[config.mk]
export PLATFORM = sky130hd
export DESIGN_NAME = exc_flush_ctrl
export DESIGN_NICKNAME = d
export VERILOG_FILES = /design/src/rtl/exc_flush_ctrl.sv
export SDC_FILE = /design/constraint.sdc
export NUM_CORES = 1
export LEC_CHECK = 0
export ABC_AREA = 1
export BUFFER_PORTS_ARGS = -buffer_cell sky130_fd_sc_hd__buf_4
export CORE_AREA = 5 5 111 113
export CTS_BUF_LIST = sky130_fd_sc_hd__clkbuf_8
export DETAILED_ROUTE_END_ITERATION = 10
export DIE_AREA = 0 0 116 118
export GPL_TIMING_DRIVEN = 0
export PLACE_DENSITY = 0.75
export SYNTH_ARGS = -nofsm -noshare
export SYNTH_HDL_FRONTEND = slang
export SYNTH_SLANG_ARGS = --single-unit
[constraint.sdc]
create_clock -name clk -period 4.6 [get_ports clk]
set_clock_uncertainty 0.15 [all_clocks]
set_input_delay 0.23 -clock clk [delete_from_list [all_inputs] [get_ports clk]]
set_output_delay 0.23 -clock clk [all_outputs]
set_load 0.005 [all_outputs]
[src/rtl/exc_flush_ctrl.sv]
//------------------------------------------------------------------------------
// exc_flush_ctrl
//
// Exception / ERTN sequencer that sits between the WB stage and the CSR file.
// It picks the highest-priority cause from the WB instruction's exception flags
// and the pending interrupt, then drives the CSR commit strobes. It also runs
// the flush handshake that redirects fetch to EENTRY (exception) or ERA (ERTN).
//
// Optional feature macro: CSR_EXC_INT_EN
//   defined   : interrupts (CRMD.IE & ESTAT.IS & ECFG.LIE) are taken, ecode 0x0
//   undefined : interrupts are never taken; the interrupt CSR inputs are unused
//
// Parameters
//   DRAIN_CYCLES  cycles WB stays blocked after fetch accepts the redirect (1..15)
//   CNT_W         width of the saturating exception counter
//
// Ports
//   clk, resetn      clock, synchronous active-low reset
//   wb_valid         WB holds a valid instruction
//   wb_pc            PC of the WB instruction
//   wb_vaddr         faulting address (ADEF: pc, ALE: data address)
//   wb_exc           {ale,brk,sys,ine,adef} flags of the WB instruction
//   wb_ertn          WB instruction is ERTN
//   csr_crmd_ie      CRMD.IE
//   csr_estat_is     ESTAT.IS[12:0]
//   csr_ecfg_lie     ECFG.LIE[12:0]
//   csr_eentry       EENTRY value (exception redirect target)
//   csr_era          ERA value (ERTN redirect target)
//   fe_ready         fetch accepts the redirect this cycle
//   csr_wb_ex        one-cycle exception commit strobe (same cycle as WB)
//   csr_wb_ecode     ecode for the commit
//   csr_wb_esubcode  esubcode for the commit (always zero)
//   csr_wb_pc        value to write into ERA
//   csr_wb_vaddr     value to write into BADV
//   csr_ertn_flush   one-cycle ERTN commit strobe
//   flush_req        redirect request to fetch, held until fe_ready
//   flush_pc         redirect target, stable while flush_req is high
//   wb_block         WB must squash its instruction
//   exc_cnt          number of exceptions taken, saturating
//------------------------------------------------------------------------------
module exc_flush_ctrl #(
  parameter int DRAIN_CYCLES = 2,
  parameter int CNT_W        = 16
) (
  input  logic             clk,
  input  logic             resetn,
  input  logic             wb_valid,
  input  logic [31:0]      wb_pc,
  input  logic [31:0]      wb_vaddr,
  input  logic [4:0]       wb_exc,
  input  logic             wb_ertn,
  input  logic             csr_crmd_ie,
  input  logic [12:0]      csr_estat_is,
  input  logic [12:0]      csr_ecfg_lie,
  input  logic [31:0]      csr_eentry,
  input  logic [31:0]      csr_era,
  input  logic             fe_ready,
  output logic             csr_wb_ex,
  output logic [5:0]       csr_wb_ecode,
  output logic [8:0]       csr_wb_esubcode,
  output logic [31:0]      csr_wb_pc,
  output logic [31:0]      csr_wb_vaddr,
  output logic             csr_ertn_flush,
  output logic             flush_req,
  output logic [31:0]      flush_pc,
  output logic             wb_block,
  output logic [CNT_W-1:0] exc_cnt
);

  typedef enum logic [1:0] {
    ST_IDLE  = 2'd0,
    ST_REDIR = 2'd1,
    ST_DRAIN = 2'd2
  } state_e;

  // Drain counter is loaded with DRAIN_CYCLES-1 so the DRAIN state lasts
  // exactly DRAIN_CYCLES cycles (the zero cycle included).
  localparam logic [3:0] DRAIN_LOAD = 4'(DRAIN_CYCLES - 1);

  state_e           state_r;
  logic [3:0]       drain_cnt_r;
  logic             flush_req_r;
  logic [31:0]      flush_pc_r;
  logic [CNT_W-1:0] exc_cnt_r;

  logic             int_pend_s;
  logic             idle_s;
  logic             take_ex_s;
  logic             ertn_s;
  logic [5:0]       ecode_s;

  // Fixed-priority cause encoder: INT > ADEF > INE > SYS > BRK > ALE.
  // Flag order in exc is {ale,brk,sys,ine,adef}.
  function automatic logic [5:0] cause_ecode(input logic intp, input logic [4:0] exc);
    logic [5:0] code;
    if (intp) begin
      code = 6'h00;
    end else if (exc[0]) begin
      code = 6'h08;
    end else if (exc[1]) begin
      code = 6'h0D;
    end else if (exc[2]) begin
      code = 6'h0B;
    end else if (exc[3]) begin
      code = 6'h0C;
    end else if (exc[4]) begin
      code = 6'h09;
    end else begin
      code = 6'h00;
    end
    return code;
  endfunction

`ifdef CSR_EXC_INT_EN
  // Interrupt pending when globally enabled and any enabled line is asserted.
  assign int_pend_s = csr_crmd_ie & (|(csr_estat_is & csr_ecfg_lie));
`else
  // Interrupts disabled in this build: the CSR interrupt inputs are only
  // folded into a sink so they are visibly intentionally unused.
  logic unused_int_s;
  assign unused_int_s = ^{csr_crmd_ie, csr_estat_is, csr_ecfg_lie};
  assign int_pend_s   = 1'b0;
`endif

  // Commit decision for the current WB instruction. Strobes are held low while
  // resetn is asserted so nothing commits during reset.
  always_comb begin
    idle_s    = (state_r == ST_IDLE);
    take_ex_s = resetn & idle_s & wb_valid & (int_pend_s | (|wb_exc));
    ertn_s    = resetn & idle_s & wb_valid & wb_ertn & ~take_ex_s;
    if (take_ex_s) begin
      ecode_s = cause_ecode(int_pend_s, wb_exc);
    end else begin
      ecode_s = 6'h00;
    end
  end

  // Redirect/drain sequencer with registered flush request, target and counter.
  always_ff @(posedge clk) begin
    if (!resetn) begin
      state_r     <= ST_IDLE;
      drain_cnt_r <= 4'd0;
      flush_req_r <= 1'b0;
      flush_pc_r  <= 32'h0000_0000;
      exc_cnt_r   <= '0;
    end else begin
      case (state_r)
        ST_IDLE: begin
          if (take_ex_s) begin
            state_r     <= ST_REDIR;
            flush_req_r <= 1'b1;
            flush_pc_r  <= csr_eentry;
          end else if (ertn_s) begin
            state_r     <= ST_REDIR;
            flush_req_r <= 1'b1;
            flush_pc_r  <= csr_era;
          end else begin
            state_r     <= ST_IDLE;
          end
        end
        ST_REDIR: begin
          // flush_pc_r is untouched here so the target is stable while requested.
          if (fe_ready) begin
            state_r     <= ST_DRAIN;
            flush_req_r <= 1'b0;
            drain_cnt_r <= DRAIN_LOAD;
          end else begin
            state_r     <= ST_REDIR;
          end
        end
        ST_DRAIN: begin
          if (drain_cnt_r == 4'd0) begin
            state_r     <= ST_IDLE;
          end else begin
            drain_cnt_r <= drain_cnt_r - 4'd1;
          end
        end
        default: begin
          state_r     <= ST_IDLE;
          drain_cnt_r <= 4'd0;
          flush_req_r <= 1'b0;
        end
      endcase

      // Saturating count of exceptions taken; ERTN is not an exception.
      if (take_ex_s && (exc_cnt_r != {CNT_W{1'b1}})) begin
        exc_cnt_r <= exc_cnt_r + CNT_W'(1);
      end
    end
  end

  assign csr_wb_ex       = take_ex_s;
  assign csr_wb_ecode    = ecode_s;
  assign csr_wb_esubcode = 9'd0;
  assign csr_wb_pc       = wb_pc;
  assign csr_wb_vaddr    = wb_vaddr;
  assign csr_ertn_flush  = ertn_s;
  assign wb_block        = ~idle_s | take_ex_s;
  assign flush_req       = flush_req_r;
  assign flush_pc        = flush_pc_r;
  assign exc_cnt         = exc_cnt_r;

endmodule

==> results.md <==
* Gr ovfl total at 0
* Site Rows at 39
* Fin nets at 924
* Crit path from: state_r[0]
* Max VDD drop at 0.1688 mV
* Drt drc at 0
* Initial core utilization at 0.3135
* Reg-to-reg startpoint: state_r[0]
* Synth Area per Inst at 6.468 sq um
* Yosys top cell by area: dfxtp_1
* Synth unique cells at 27
* Drt first pass iters at 5
* Post-synth top flop: dfxtp_1
* CP Data Arrival Time at 1.98 ns
* Post-DR vias/cell at 4.320
* Post-Syn Area at 3518 sq um
* Die H at 118 microns
* Most frequent cell after synthesis: nand2_1
* # diodes at 0
* Die width at 116 microns
* Hold Fails Final Rpt at 0
* Post-CTS Hold Buffers at 0
* Ys async rst share at 0
* GP Congestion at roughly 0.83
* Synth area leaders: dfxtp_1 (31%), nand2_1 (17%), buf_4 (16%)
* Final wirelength at 10960 microns
* Vias at 3879
* Final setup viols at 0
* TritonCTS clock tree: yes
* Clock slew at reported path FFs at 0.11 ns
* FILL cells at 1190
* Layout cell share with drive strength beyond 1 at 0.4040
* Final TNS setup at 0 ns
* DR WL/cell at around 12 microns
* RSZ-0062 raised after global routing: false
* First-pass GRT wire length at 17150 microns
* Number of enable flip-flop cells after synthesis at 0
* Root Buffer: clkbuf_8
* Clock Path Buffers at 2
* Setup Fix Bufs, Post-CTS at 0
* IO Port Bufs at 193
* Final core occ at 0.4740
* Syn-to-layout area delta at 51.21%
* Min cycle time layout at 2.359 ns
* Critical path class: flip-flop to output port
* Clock latency on the worst-skew pair at 0.31 ns
* Post-synthesis instance total at 544
* Post-DRT Antenna Nets at 0
* Total Routing Usage GR at 0.1510
* Outcome: complete, no violations
* IO Count at slightly below 300
* Hold/Removal Path Class: input port to flip-flop
* Vias in the first global route at 3580
* Max_cap viols at 0
* Crit Path Max Fanout at 10
* Register area share after synthesis at 0.3129
* Worst Reg2Reg Path Length in Cells at 10
* RR Endpoint: flush_pc[3]
* Initial antenna violation count at 0
* PD cells at 244.9 nW/um^2
* # H-tree levels at 2
* Max_slew headroom at 0.6487
* Core area at 11220 sq um
* CP Capture Type: output port
* Yosys warnings at 0
* Largest net degree at the start of global routing at 18
* Maximum clock rate at between 400 and 500 MHz
* Worst-Margin Slew at 0.5270 ns
* Resize count post-CTS at 0
* Post-synth top area share at 0.3129
* FF+latch count, synth at 55
* Critical path launch point type: flip-flop
* WP data required at between 4 and 5 ns
* Die area at 13690 sq um
* CTS sink cnt at 55
* Reg2Reg Setup Slack at 2.56 ns
* Most frequent cells after synthesis: nand2_1 (159), nor2_1 (94), buf_4 (75)
* Crit path to: csr_wb_ecode[1]
* Final max-slew violation count at 0
* Static Leak at between 0.002 and 0.003 uW
* HP Start: fe_ready
* Final period util at 0.5128
* DRT iter0 DRCs at ~160
* Post-DP HPWL at 9083 microns
* CTS Buf Count at 5
## registers in the layout, summed over array words and instances, names as in the netlist
register     count
flush_pc        32
state_r          2
flush_req        1
exc_cnt         16
drain_cnt_r      4
## cells by family after synthesis
| group | after synthesis | share of synthesized area |
|---|---|---|
| and+or+nand+nor | 290 | 0.3346 |
| buffers and inverters | 126 | 0.2244 |
| AOI/OAI and AO/OA | 61 | 0.09424 |
| DFF | 55 | 0.3129 |
| xor gates and xnor gates | 6 | 0.01494 |
| adders and majority gates | 5 | 0.01778 |
| other | 1 | 0.001066 |
## report_power, final
group | internal, uW | switching, uW | leakage (uW)
logic | 213 | 170 | 0.00223
clock network | 217 | 167 | 0.0000644
registers | 514 | 21.3 | 0.000451
total | 945 | 358 | 0.00275
## through the flow
| stage | instances | cell area (sq um) | power, uW | hold WS (ns) | setup slack (ns) |
|---|---|---|---|---|---|
| after floorplan | 554 | 3556 | 738.8 | 0.2400 | 2.870 |
| after global placement | 890 | 5184 | 930.1 | 0.3519 | 2.559 |
| after detailed placement | 890 | 5184 | 934.1 | 0.3527 | 2.542 |
| after CTS | 898 | 5320 | 1320 | 0.02899 | 2.189 |
| after global routing | 898 | 5320 | 1384 | 0.05677 | 2.050 |
| final | 898 | 5320 | 1303 | 0.03590 | 2.241 |
## metal layers
layer | up-vias | part of all wire | global-route usage | wire [microns]
li1 | 2024 | - | - | -
met5 | - | 0 | 0 | 0
met4 | 0 | 0.0043 | 0.01958 | 47
met1 | 1705 | 0.38 | 0.1719 | 4187
met2 | 146 | 0.51 | 0.2817 | 5642
met3 | 4 | 0.099 | 0.04267 | 1087
## worst max-delay path, stage by stage (launching register included)
cell and delay [ns]:
dfxtp_1 0.35, inv_1 0.08, ha_1 0.22, nand2_1 0.11, nor2_4 0.10, nand2_2 0.08
inv_2 0.20, buf_2 0.27, nand3_1 0.09, inv_1 0.06, buf_4 0.10
## worst min-delay path by stage
| stage | to | slack, ns | cells after the start |
|---|---|---|---|
| floorplan | state_r[1] | 0.24 | 2 |
| global placement | drain_cnt_r[0] | 0.35 | 2 |
| detailed placement | flush_req | 0.35 | 2 |
| CTS | state_r[1] | 0.03 | 3 |
| global route | state_r[1] | 0.06 | 3 |
| finish | state_r[1] | 0.04 | 3 |
## layout make-up
cell class / instances / area (sq um) / share of cell area
Buffer: 95 / 673.1 / 0.1265
Clock buffer: 5 / 68.82 / 0.01294
Clock inverter: 3 / 67.56 / 0.01270
Inverter: 31 / 116.4 / 0.02187
Multi-Input combinational cell: 373 / 1665 / 0.3130
Sequential cell: 55 / 1101 / 0.2070
Tap cell: 143 / 178.9 / 0.03363
Timing Repair Buffer: 193 / 1449 / 0.2723
## cells in the final DEF (no fill, tap or decap), types with 2 or more instances in the layout
master / synthesis / final
nor2_1: 94 / 94
nand3_1: 15 / 15
inv_1: 29 / 29
buf_4: 75 / 268
nor3_1: 7 / 7
nand4_1: 7 / 7
a21oi_1: 12 / 12
buf_2: 9 / 9
xor2_1: 3 / 3
inv_2: 2 / 2
o21ai_0: 41 / 41
xnor2_1: 3 / 3
nor2_4: 2 / 2
ha_1: 5 / 5
bufinv_16: 0 / 2
clkbuf_1: 7 / 7
a21oi_2: 5 / 5
dfxtp_1: 55 / 55
nand2_2: 2 / 2
nor2_2: 3 / 3
nand2_1: 159 / 159
clkbuf_8: 0 / 5
conb_1: 1 / 11
buf_6: 3 / 3
(Power assumes the default switching activity.)
